<file path="src/rtl/act_pack_writer_pkg.sv">
// Shared accelerator definitions for the activation pack writer:
// default geometry and the job state encoding.
package act_pack_writer_pkg;

  localparam int APW_DATA_W     = 18;  // signed Q9 activation width
  localparam int APW_PACK       = 2;   // activations per memory word
  localparam int APW_FIFO_DEPTH = 16;  // input buffer entries, power of two
  localparam int APW_ADDR_W     = 16;  // word address / activation count width

  typedef enum logic [1:0] {
    ST_IDLE  = 2'd0,
    ST_RUN   = 2'd1,
    ST_FLUSH = 2'd2,
    ST_DONE  = 2'd3
  } apw_state_t;

  // A job is in progress while receiving or draining the last words.
  function automatic logic state_is_busy(input apw_state_t s);
    return (s == ST_RUN) || (s == ST_FLUSH);
  endfunction

endpackage

</file>
<file path="src/rtl/act_pack_writer_if.sv">
// Bundle of job control, activation input, memory write and status
// signals for act_pack_writer.
//
// Memory handshake: a word transfers on a rising clk edge where mem_we and
// mem_ready are both high. Once mem_we rises, mem_addr and mem_wdata stay
// stable and mem_we stays high until that transfer; mem_we never depends
// combinationally on mem_ready. The activation input has no ready: an
// in_valid cycle is either taken or discarded by the writer.
interface act_pack_writer_if
  import act_pack_writer_pkg::*;
#(
  parameter int DATA_W = APW_DATA_W,
  parameter int PACK   = APW_PACK,
  parameter int ADDR_W = APW_ADDR_W
);

  logic                     start;
  logic [ADDR_W-1:0]        base_addr;
  logic [ADDR_W-1:0]        num_vals;
  logic [DATA_W-1:0]        in_data;
  logic                     in_valid;
  logic                     mem_we;
  logic [ADDR_W-1:0]        mem_addr;
  logic [DATA_W*PACK-1:0]   mem_wdata;
  logic                     mem_ready;
  logic                     busy;
  logic                     done;
  logic                     overflow;
  apw_state_t               state;     // debug view of the job FSM

  // Controller / memory side.
  modport master (
    output start, base_addr, num_vals, in_data, in_valid, mem_ready,
    input  mem_we, mem_addr, mem_wdata, busy, done, overflow, state
  );

  // The writer itself.
  modport slave (
    input  start, base_addr, num_vals, in_data, in_valid, mem_ready,
    output mem_we, mem_addr, mem_wdata, busy, done, overflow, state
  );

endinterface

</file>
<file path="src/rtl/act_pack_writer_fifo.sv">
// act_fifo: synchronous FIFO with single-entry push and a read window of
// RD_N entries from the head; pop_n removes 0..RD_N entries per cycle.
// A push while full succeeds when the same cycle pops at least one entry.
module act_fifo #(
  parameter  int W     = 18,
  parameter  int DEPTH = 16,
  parameter  int RD_N  = 2,
  localparam int AW    = $clog2(DEPTH),
  localparam int CW    = $clog2(DEPTH + 1)
) (
  input  logic             clk,
  input  logic             rst,
  input  logic             clr,
  input  logic             push,
  input  logic [W-1:0]     push_data,
  output logic             push_ok,
  input  logic [CW-1:0]    pop_n,
  output logic [CW-1:0]    count,
  output logic [RD_N*W-1:0] rd_win
);

  localparam logic [CW-1:0] DEPTH_C = CW'(DEPTH);

  logic [W-1:0]  mem [DEPTH];
  logic [AW-1:0] wr_ptr;
  logic [AW-1:0] rd_ptr;
  logic [CW-1:0] cnt_q;

  assign push_ok = push && ((cnt_q != DEPTH_C) || (pop_n != '0));
  assign count   = cnt_q;

  // Storage write; contents need no reset since count gates every read.
  always_ff @(posedge clk) begin
    if (push_ok) mem[wr_ptr] <= push_data;
  end

  // Pointers and occupancy; clr empties the buffer at job start.
  always_ff @(posedge clk or negedge rst) begin
    if (!rst) begin
      wr_ptr <= '0;
      rd_ptr <= '0;
      cnt_q  <= '0;
    end else if (clr) begin
      wr_ptr <= '0;
      rd_ptr <= '0;
      cnt_q  <= '0;
    end else begin
      if (push_ok) wr_ptr <= wr_ptr + AW'(1);
      rd_ptr <= rd_ptr + AW'(pop_n);
      cnt_q  <= cnt_q + CW'(push_ok) - pop_n;
    end
  end

  // Head window: lane k is the k-th oldest entry (wraps with the pointer).
  always_comb begin
    rd_win = '0;
    for (int k = 0; k < RD_N; k++) begin
      rd_win[k*W +: W] = mem[rd_ptr + AW'(k)];
    end
  end

endmodule

</file>
<file path="src/rtl/act_pack_writer.sv">
// Activation pack writer: buffers a stream of activations, packs PACK of
// them per memory word (first-received in lane 0) and writes the words to
// consecutive addresses from base_addr. A short final word is zero-padded.
module act_pack_writer
  import act_pack_writer_pkg::*;
#(
  parameter int DATA_W     = APW_DATA_W,
  parameter int PACK       = APW_PACK,
  parameter int FIFO_DEPTH = APW_FIFO_DEPTH,
  parameter int ADDR_W     = APW_ADDR_W
) (
  input logic              clk,
  input logic              rst,
  act_pack_writer_if.slave bus
);

  localparam int CNT_W  = $clog2(FIFO_DEPTH + 1);
  localparam int WORD_W = DATA_W * PACK;
  localparam logic [CNT_W-1:0] PACK_C = CNT_W'(PACK);

  apw_state_t        state_q;
  apw_state_t        state_d;
  logic [ADDR_W-1:0] base_q;
  logic [ADDR_W-1:0] num_q;
  logic [ADDR_W-1:0] recv_q;
  logic [ADDR_W-1:0] word_q;
  logic [ADDR_W-1:0] addr_q;
  logic [WORD_W-1:0] wdata_q;
  logic              we_q;
  logic              overflow_q;

  logic              busy_c;
  logic              done_c;
  logic              start_ok;
  logic              accept;
  logic              xfer;
  logic              reg_free;
  logic              load_full;
  logic              load_part;
  logic              load;
  logic              push_ok;
  logic              drop;
  logic [CNT_W-1:0]  fifo_cnt;
  logic [CNT_W-1:0]  pop_n;
  logic [WORD_W-1:0] fifo_win;
  logic [WORD_W-1:0] load_word;

  // A start only counts in IDLE; values only count in RUN until the job
  // has received num_vals of them (dropped ones included).
  assign start_ok = (state_q == ST_IDLE) && bus.start;
  assign accept   = (state_q == ST_RUN) && bus.in_valid && (recv_q < num_q);
  assign drop     = accept && !push_ok;

  // The output register can take a new word when empty or emptying now.
  assign xfer      = we_q && bus.mem_ready;
  assign reg_free  = !we_q || xfer;
  assign load_full = busy_c && (fifo_cnt >= PACK_C) && reg_free;
  assign load_part = (state_q == ST_FLUSH) && (fifo_cnt != '0) &&
                     (fifo_cnt < PACK_C) && reg_free;
  assign load      = load_full || load_part;
  assign pop_n     = load_full ? PACK_C : (load_part ? fifo_cnt : '0);

  act_fifo #(
    .W     (DATA_W),
    .DEPTH (FIFO_DEPTH),
    .RD_N  (PACK)
  ) u_fifo (
    .clk       (clk),
    .rst       (rst),
    .clr       (start_ok),
    .push      (accept),
    .push_data (bus.in_data),
    .push_ok   (push_ok),
    .pop_n     (pop_n),
    .count     (fifo_cnt),
    .rd_win    (fifo_win)
  );

  // Lane assembly: lanes beyond the buffered count are zero-filled.
  always_comb begin
    load_word = '0;
    for (int k = 0; k < PACK; k++) begin
      if (CNT_W'(k) < fifo_cnt) begin
        load_word[k*DATA_W +: DATA_W] = fifo_win[k*DATA_W +: DATA_W];
      end
    end
  end

  // FSM state register.
  always_ff @(posedge clk or negedge rst) begin
    if (!rst) state_q <= ST_IDLE;
    else      state_q <= state_d;
  end

  // FSM next state: FLUSH ends once the buffer is empty and the last word
  // has left the output register.
  always_comb begin
    state_d = state_q;
    case (state_q)
      ST_IDLE:  if (bus.start) state_d = (bus.num_vals == '0) ? ST_DONE : ST_RUN;
      ST_RUN:   if (recv_q == num_q) state_d = ST_FLUSH;
      ST_FLUSH: if ((fifo_cnt == '0) && reg_free) state_d = ST_DONE;
      ST_DONE:  state_d = ST_IDLE;
      default:  state_d = ST_IDLE;
    endcase
  end

  // FSM outputs.
  always_comb begin
    busy_c = state_is_busy(state_q);
    done_c = (state_q == ST_DONE);
  end

  // Job parameters and received-value counter.
  always_ff @(posedge clk or negedge rst) begin
    if (!rst) begin
      base_q <= '0;
      num_q  <= '0;
      recv_q <= '0;
    end else if (start_ok) begin
      base_q <= bus.base_addr;
      num_q  <= bus.num_vals;
      recv_q <= '0;
    end else if (accept) begin
      recv_q <= recv_q + ADDR_W'(1);
    end
  end

  // Sticky overflow: set by a drop, cleared only by an accepted start.
  always_ff @(posedge clk or negedge rst) begin
    if (!rst)          overflow_q <= 1'b0;
    else if (start_ok) overflow_q <= 1'b0;
    else if (drop)     overflow_q <= 1'b1;
  end

  // Output word register and word index; held until the transfer.
  always_ff @(posedge clk or negedge rst) begin
    if (!rst) begin
      we_q    <= 1'b0;
      addr_q  <= '0;
      wdata_q <= '0;
      word_q  <= '0;
    end else if (load) begin
      we_q    <= 1'b1;
      addr_q  <= base_q + word_q;
      wdata_q <= load_word;
      word_q  <= word_q + ADDR_W'(1);
    end else begin
      if (xfer)     we_q   <= 1'b0;
      if (start_ok) word_q <= '0;
    end
  end

  assign bus.mem_we    = we_q;
  assign bus.mem_addr  = addr_q;
  assign bus.mem_wdata = wdata_q;
  assign bus.busy      = busy_c;
  assign bus.done      = done_c;
  assign bus.overflow  = overflow_q;
  assign bus.state     = state_q;

endmodule

</file>
<file path="src/flat_wrapper.sv">
// flat-port wrapper written by rule: the top's interface ports become plain ports
module act_pack_writer_flat import act_pack_writer_pkg::*;
#(
  parameter int DATA_W     = APW_DATA_W,
  parameter int PACK       = APW_PACK,
  parameter int FIFO_DEPTH = APW_FIFO_DEPTH,
  parameter int ADDR_W     = APW_ADDR_W
)
  (clk, rst, bus_start, bus_base_addr, bus_num_vals, bus_in_data, bus_in_valid, bus_mem_ready, bus_mem_we, bus_mem_addr, bus_mem_wdata, bus_busy, bus_done, bus_overflow, bus_state);
  act_pack_writer_if #(.DATA_W(DATA_W), .PACK(PACK), .ADDR_W(ADDR_W)) bus_i ();
  input logic clk;
  input logic rst;
  input wire logic [$bits(bus_i.start)-1:0] bus_start;
  input wire logic [$bits(bus_i.base_addr)-1:0] bus_base_addr;
  input wire logic [$bits(bus_i.num_vals)-1:0] bus_num_vals;
  input wire logic [$bits(bus_i.in_data)-1:0] bus_in_data;
  input wire logic [$bits(bus_i.in_valid)-1:0] bus_in_valid;
  input wire logic [$bits(bus_i.mem_ready)-1:0] bus_mem_ready;
  output wire logic [$bits(bus_i.mem_we)-1:0] bus_mem_we;
  output wire logic [$bits(bus_i.mem_addr)-1:0] bus_mem_addr;
  output wire logic [$bits(bus_i.mem_wdata)-1:0] bus_mem_wdata;
  output wire logic [$bits(bus_i.busy)-1:0] bus_busy;
  output wire logic [$bits(bus_i.done)-1:0] bus_done;
  output wire logic [$bits(bus_i.overflow)-1:0] bus_overflow;
  output wire logic [$bits(bus_i.state)-1:0] bus_state;
  assign bus_i.start = bus_start;
  assign bus_i.base_addr = bus_base_addr;
  assign bus_i.num_vals = bus_num_vals;
  assign bus_i.in_data = bus_in_data;
  assign bus_i.in_valid = bus_in_valid;
  assign bus_i.mem_ready = bus_mem_ready;
  assign bus_mem_we = bus_i.mem_we;
  assign bus_mem_addr = bus_i.mem_addr;
  assign bus_mem_wdata = bus_i.mem_wdata;
  assign bus_busy = bus_i.busy;
  assign bus_done = bus_i.done;
  assign bus_overflow = bus_i.overflow;
  assign bus_state = bus_i.state;
  act_pack_writer #(.DATA_W(DATA_W), .PACK(PACK), .FIFO_DEPTH(FIFO_DEPTH), .ADDR_W(ADDR_W)) u_core (.clk(clk), .rst(rst), .bus(bus_i));
endmodule
</file>
<file path="config.mk">
export PLATFORM = sky130hd
export DESIGN_NAME = act_pack_writer_flat
export DESIGN_NICKNAME = d
export VERILOG_FILES = /design/src/rtl/act_pack_writer_pkg.sv /design/src/rtl/act_pack_writer_if.sv /design/src/rtl/act_pack_writer_fifo.sv /design/src/rtl/act_pack_writer.sv /design/src/flat_wrapper.sv
export SDC_FILE = /design/constraint.sdc
export NUM_CORES = 1
export LEC_CHECK = 0
export ABC_AREA = 1
export CORE_MARGIN = 1
export CORE_UTILIZATION = 60
export CTS_CLUSTER_SIZE = 10
export DETAILED_ROUTE_END_ITERATION = 16
export PLACE_DENSITY = 0.82
export SETUP_SLACK_MARGIN = 0.15
export SKIP_CTS_REPAIR_TIMING = 1
export SLEW_MARGIN = 20
export SYNTH_ARGS = -nofsm -noshare
export SYNTH_HDL_FRONTEND = slang
export SYNTH_SLANG_ARGS = --single-unit
</file>
<file path="constraint.sdc">
create_clock -name clk -period 6 [get_ports clk]
set_input_delay 1.2 -clock clk [delete_from_list [all_inputs] [get_ports clk]]
set_output_delay 1.2 -clock clk [all_outputs]
set_load 0.03 [all_outputs]
</file>
==> impl_metrics.yaml, run 1 <==
drt:
  wirelength_um: 60600
  ant_nets: 0
  via_per_inst: 6.19
  wl_per_cell_um: 20.6
  drc: 0
  drt_iter0_markers: 2420
  vias: 18200
  first_pass_iters: 6
floorplan:
  start_util_pct: 60.9
  dieWidth_um: 192
  die-area_um2: 36800
  die_h_um: 192
  io-pin-count: 113
  core_um2: 35500
  rows: 69
placed_design:
  hpwl_um: 37800
  port_buffers: 112
  gp_congestion: 0.909
  placed_cells: 2854
yosys:
  synth_cells: 2405
  syn_area_um2: 21600
  synth_edf_count: 288
  avgSynthCellArea_um2: 8.98
  synth.distinct_cells: 40
  yosys-top-cells-area: "edfxtp_1, dfrtp_1, nand2_1"
  seq_area_frac_synth_pct: 55.5
  yosysMostFrequentCell: "nand2_1"
  netlist.area_leader.share_pct: 40.1
  yosysTopAreaCell: "edfxtp_1"
  yosysWarnings: 0
  synthArstFlopShare_pct: 31.6
  ys_seq_elements: 421
  yosys_most_used_dff: "edfxtp_1"
  netlist_top_cells_count: "nand2_1, nor2_1, edfxtp_1"
hold_path:
  hold_path.startpoint: "u_core.bus.mem_addr[0]"
  min_to: "u_core.bus.mem_addr[0]"
  min_path_type: "reg2reg"
  worstHoldPathCells: 2
sta:
  fmax_mhz: 253
  fin_skew_ns: 0.0183
  slew_viol_final: 0
  setup_tns_ns: 0
  slew_headroom_pct: 24.7
  period_minus_slack_ns: 3.95
  finalHoldViolations: 0
  hold_ws_ns: 0.474
  rsz0062_at_grt: "false"
  tightest_slew_ns: 1.13
  period_share_pct: 65.8
  setup_viol: 0
clocking:
  tritoncts: "built"
  clock_path_buffers: 3
  clock_sinks: 421
  cts_max_level: 2
  numCtsBuffers: 49
  insertion_delay_ns: 0.58
  path_clk_slew_ns: 0.06
  cts-root-buf: "clkbuf_16"
worst_setup_path:
  reg2reg_depth: 11
  crit_arrival_ns: 4.14
  cp-end-kind: "flop"
  regToRegSetupSlack_ns: 2.42
  critPathKind: "in2reg"
  worstPathRequired_ns: 6.19
  crit_fanout: 22
  reg2reg_to: "u_core.u_fifo.mem[4][16]"
  timing.rr.start: "u_core.bus.state[0]"
  start_kind: "primary input"
global_routing:
  gr-total-overflow: 0
  grt_pass1_wl_um: 92700
  grt_max_degree: 264
  track_usage_pct: 33.3
  grt_antenna_before_repair: 0
  first_global_vias: 17000
finish:
  insertedDiodeCount: 0
  fill_cells: 2592
  fin_util_pct: 68.4
  final_nets: 2556
  final_cells: 2944
  area_growth_pct: 12.3
  drive_above_1_share_pct: 4.39
pwr:
  power_density_nw_per_um2: 478
  ir_worst_vdd_mv: 0.382
  leakagePower_uw: 0.00976
status:
  status: "finished, final reports clean"
job:
  maxCapViolCount: 0
## worst max-delay path by stage
stage / start / cells past startpoint / end / slack, ns
after floorplan: bus_mem_ready / 10 / u_core.u_fifo.mem[0][0] / 2.79
final: bus_mem_ready / 12 / u_core.u_fifo.mem[4][16] / 2.05
after global placement: bus_mem_ready / 12 / u_core.u_fifo.mem[8][7] / 1.57
after CTS: bus_mem_ready / 12 / u_core.u_fifo.mem[9][11] / 2.07
after global routing: bus_mem_ready / 12 / u_core.u_fifo.mem[13][0] / 1.88
after detailed placement: bus_mem_ready / 12 / u_core.u_fifo.mem[9][2] / 1.50
## report_power, final
| group | switching, uW | internal, uW | leakage (uW) |
|---|---|---|---|
| Clock | 1140 | 1610 | 0.000693 |
| Combinational | 3390 | 1540 | 0.00480 |
| Sequential | 334 | 3580 | 0.00427 |
## registers in the layout (all words and copies together) (netlist names), 5 cells and up
name                  count
u_core.bus.mem_addr      16
u_core.u_fifo.mem       288
u_core.base_q            16
u_core.num_q             16
u_core.recv_q            16
u_core.bus.mem_wdata     36
u_core.word_q            16
u_core.u_fifo.count       5
## cell type report
type                       instances  area, um^2  area share (%)
multi-input combinational       1730        8540            35.2
clock inverter                     4        52.6           0.217
sequential                       421       12000            49.4
clock buffer                      86        1400            5.75
tap                              461         577            2.38
inverter                         112         428            1.76
timing repair buffer             130        1280            5.29
## per-stage QoR
step,total power [uW],instance area (um^2),setup WS (ns)
floorplan,7080,21600,2.79
global placement,8600,22700,1.57
detailed placement,8750,22700,1.50
CTS,11500,24200,2.07
global route,12200,24300,1.88
finish,11600,24300,2.05
## critical path: stages
cell and delay [ns]:
clkdlybuf4s50_1 0.45, inv_1 0.04, nand2_1 0.12, nand2_1 0.09
nor2_2 0.10, buf_4 0.32, nor2_1 0.11, inv_1 0.07
nand3_1 0.25, inv_1 0.24, nand2_1 0.26, nor2_2 0.89
## placed cells by master, fill, tap and decap left out, drive strengths merged, types with 2 or more instances in the layout
master	n
a21o	3
a21oi	127
and2	2
buf	19
clkbuf	86
clkdlybuf4s50	111
conb	3
dfrtp	133
edfxtp	288
fa	3
ha	54
inv	114
nand2	628
nand3	252
nand3b	12
nand4	14
nor2	293
nor3	9
o211ai	72
o21a	2
o21ai	194
o22ai	4
o31ai	19
or2	3
xnor2	13
xor2	18
## kinds of logic after synthesis
logic type / after synthesis / share of synthesized area (%)
fa+ha+maj: 57 / 3.41
simple gates: 1215 / 23.1
flops: 421 / 55.5
compound gates: 424 / 11.0
other cells: 2 / 0.0348
buf+inv: 255 / 5.55
xor+xnor: 31 / 1.43
## routing by layer
metal  global-route usage [%]  wire, um  vias up
li1                         -         -     8292
met1                     44.2     23300     8597
met2                     53.2     28300     1153
met3                     6.52      6580      196
met4                     14.4      2490        0
met5                        0         0        -
Power figures use the tool's default switching activity.
==> run 2, diff against run 1 <==
clock period = 3.8 ns   (was 6 ns; I/O delays follow)
==> impl_metrics.yaml, run 2 (synthesis results as in run 1) <==
floorplan:
  dieWidth_um: 192
  io-pin-count: 113
  die-area_um2: 36800
  rows: 69
  start_util_pct: 60.9
  die_h_um: 192
  core_um2: 35500
worst_setup_path:
  reg2reg_depth: 12
  crit_chain: "inv_1, ha_1, nand2_1, nor2_2, buf_4, inv_1, nand2_1, inv_2, nand2_1, inv_1, nand2_1, o31ai_1"
  cpMaxStageDelayCell: "inv_2"
  critPathKind: "reg2reg"
  timing.rr.start: "u_core.bus.state[0]"
  crit_fanout: 34
  worstPathRequired_ns: 4.26
  start_kind: "flop"
  crit_arrival_ns: 3.48
  critPathMostFrequentCell: "nand2_1"
  reg2reg_to: "u_core.word_q[6]"
  regToRegSetupSlack_ns: 0.78
  cp-end-kind: "flop"
  cpPeakStageDelay_ns: 0.56
drt:
  wl_per_cell_um: 20.1
  wirelength_um: 59800
  drc: 0
  ant_nets: 0
  first_pass_iters: 6
  vias: 18300
  via_per_inst: 6.15
  drt_iter0_markers: 2721
clocking:
  numCtsBuffers: 48
  path_clk_slew_ns: 0.06
  clock_path_buffers: 3
  clock_sinks: 421
  cts-root-buf: "clkbuf_16"
  tritoncts: "built"
  cts_max_level: 2
  insertion_delay_ns: 0.59
sta:
  period_share_pct: 79.4
  setup_viol: 0
  rsz0062_at_grt: "false"
  tightest_slew_ns: 0.852
  slew_headroom_pct: 43.1
  finalHoldViolations: 0
  slew_viol_final: 0
  period_minus_slack_ns: 3.02
  fmax_mhz: 331
  fin_skew_ns: 0.0282
  setup_tns_ns: 0
finish:
  fin_util_pct: 69.0
  fill_cells: 2619
  layout_common_cells: "nand2_1, edfxtp_1, nor2_1, nand3_1, o21ai_0"
  regMostFlops: "u_core.u_fifo.mem"
  layout_commonest_cell: "nand2_1"
  largest_reg_flops: 288
  area_growth_pct: 13.4
  drive_above_1_share_pct: 5.65
  final_nets: 2592
pwr:
  power_density_nw_per_um2: 739
  ir_worst_vdd_mv: 0.698
  leakagePower_uw: 0.00994
placed_design:
  port_buffers: 112
  gp_congestion: 0.905
  hpwl_um: 37900
job:
  maxCapViolCount: 0
global_routing:
  track_usage_pct: 32.8
  first_global_vias: 17300
  grt_antenna_before_repair: 2
  gr-total-overflow: 0
  grt_max_degree: 184
  grt_pass1_wl_um: 92300
hold_path:
  min_path_type: "in2async"
status:
  status: "finished, final reports clean"
==> run 2: cell type report <==
cell class	instances	area [um^2]	share of cell area, %
antenna	2	5.00	0.0204
clock buffer	83	1350	5.52
clock inverter	2	25.0	0.102
inverter	112	428	1.75
multi-input combinational	1730	8480	34.6
sequential	421	12000	48.9
tap	461	577	2.36
timing repair buffer	167	1640	6.68
==> run 2: how the worst max path moves through the flow <==
stage                              from                      end  cells past startpoint  slack (ns)
floorplan           u_core.bus.state[0]  u_core.u_fifo.mem[0][0]                     10        0.70
global placement          bus_mem_ready   u_core.u_fifo.count[4]                     15        0.47
detailed placement        bus_mem_ready   u_core.u_fifo.count[4]                     15        0.45
CTS                 u_core.bus.state[0]         u_core.word_q[6]                     12        0.84
global route           u_core.recv_q[9]   u_core.u_fifo.count[4]                     17        0.61
finish              u_core.bus.state[0]         u_core.word_q[6]                     12        0.78
==> run 2: power breakdown <==
group / total [uW] / internal, uW / switching (uW)
clock: 4160 / 2390 / 1770
sequential: 6220 / 5640 / 577
combinational: 7700 / 2510 / 5180
total: 18100 / 10600 / 7530
==> run 2: critical path: cells and delay by family (launching register included) <==
family,cells,cell delay (ns)
AOI/OAI and AO/OA,1,0.09
adders and majority gates,1,0.35
DFF,1,0.41
and+or+nand+nor,5,0.77
buffers and inverters,5,1.27
==> run 2: per-layer routing <==
metal	share of wire, %	GRT usage (%)	up-vias
met5	0.022	0	-
met3	11	5.79	192
met4	3.8	14.7	2
met1	38	44.2	8619
li1	-	-	8355
met2	47	52.2	1158
==> run 2: through the flow <==
stage | instance area (um^2) | hold WS, ns | setup WS, ns | power (uW) | std cells
finish | 24500 | 0.182 | 0.783 | 18100 | 2978
global placement | 23100 | 0.463 | 0.470 | 13500 | 2891
global route | 24500 | 0.269 | 0.610 | 19100 | 2977
floorplan | 21600 | 0.453 | 0.704 | 11200 | 2406
detailed placement | 23100 | 0.470 | 0.446 | 13800 | 2891
CTS | 24500 | 0.225 | 0.844 | 18000 | 2976
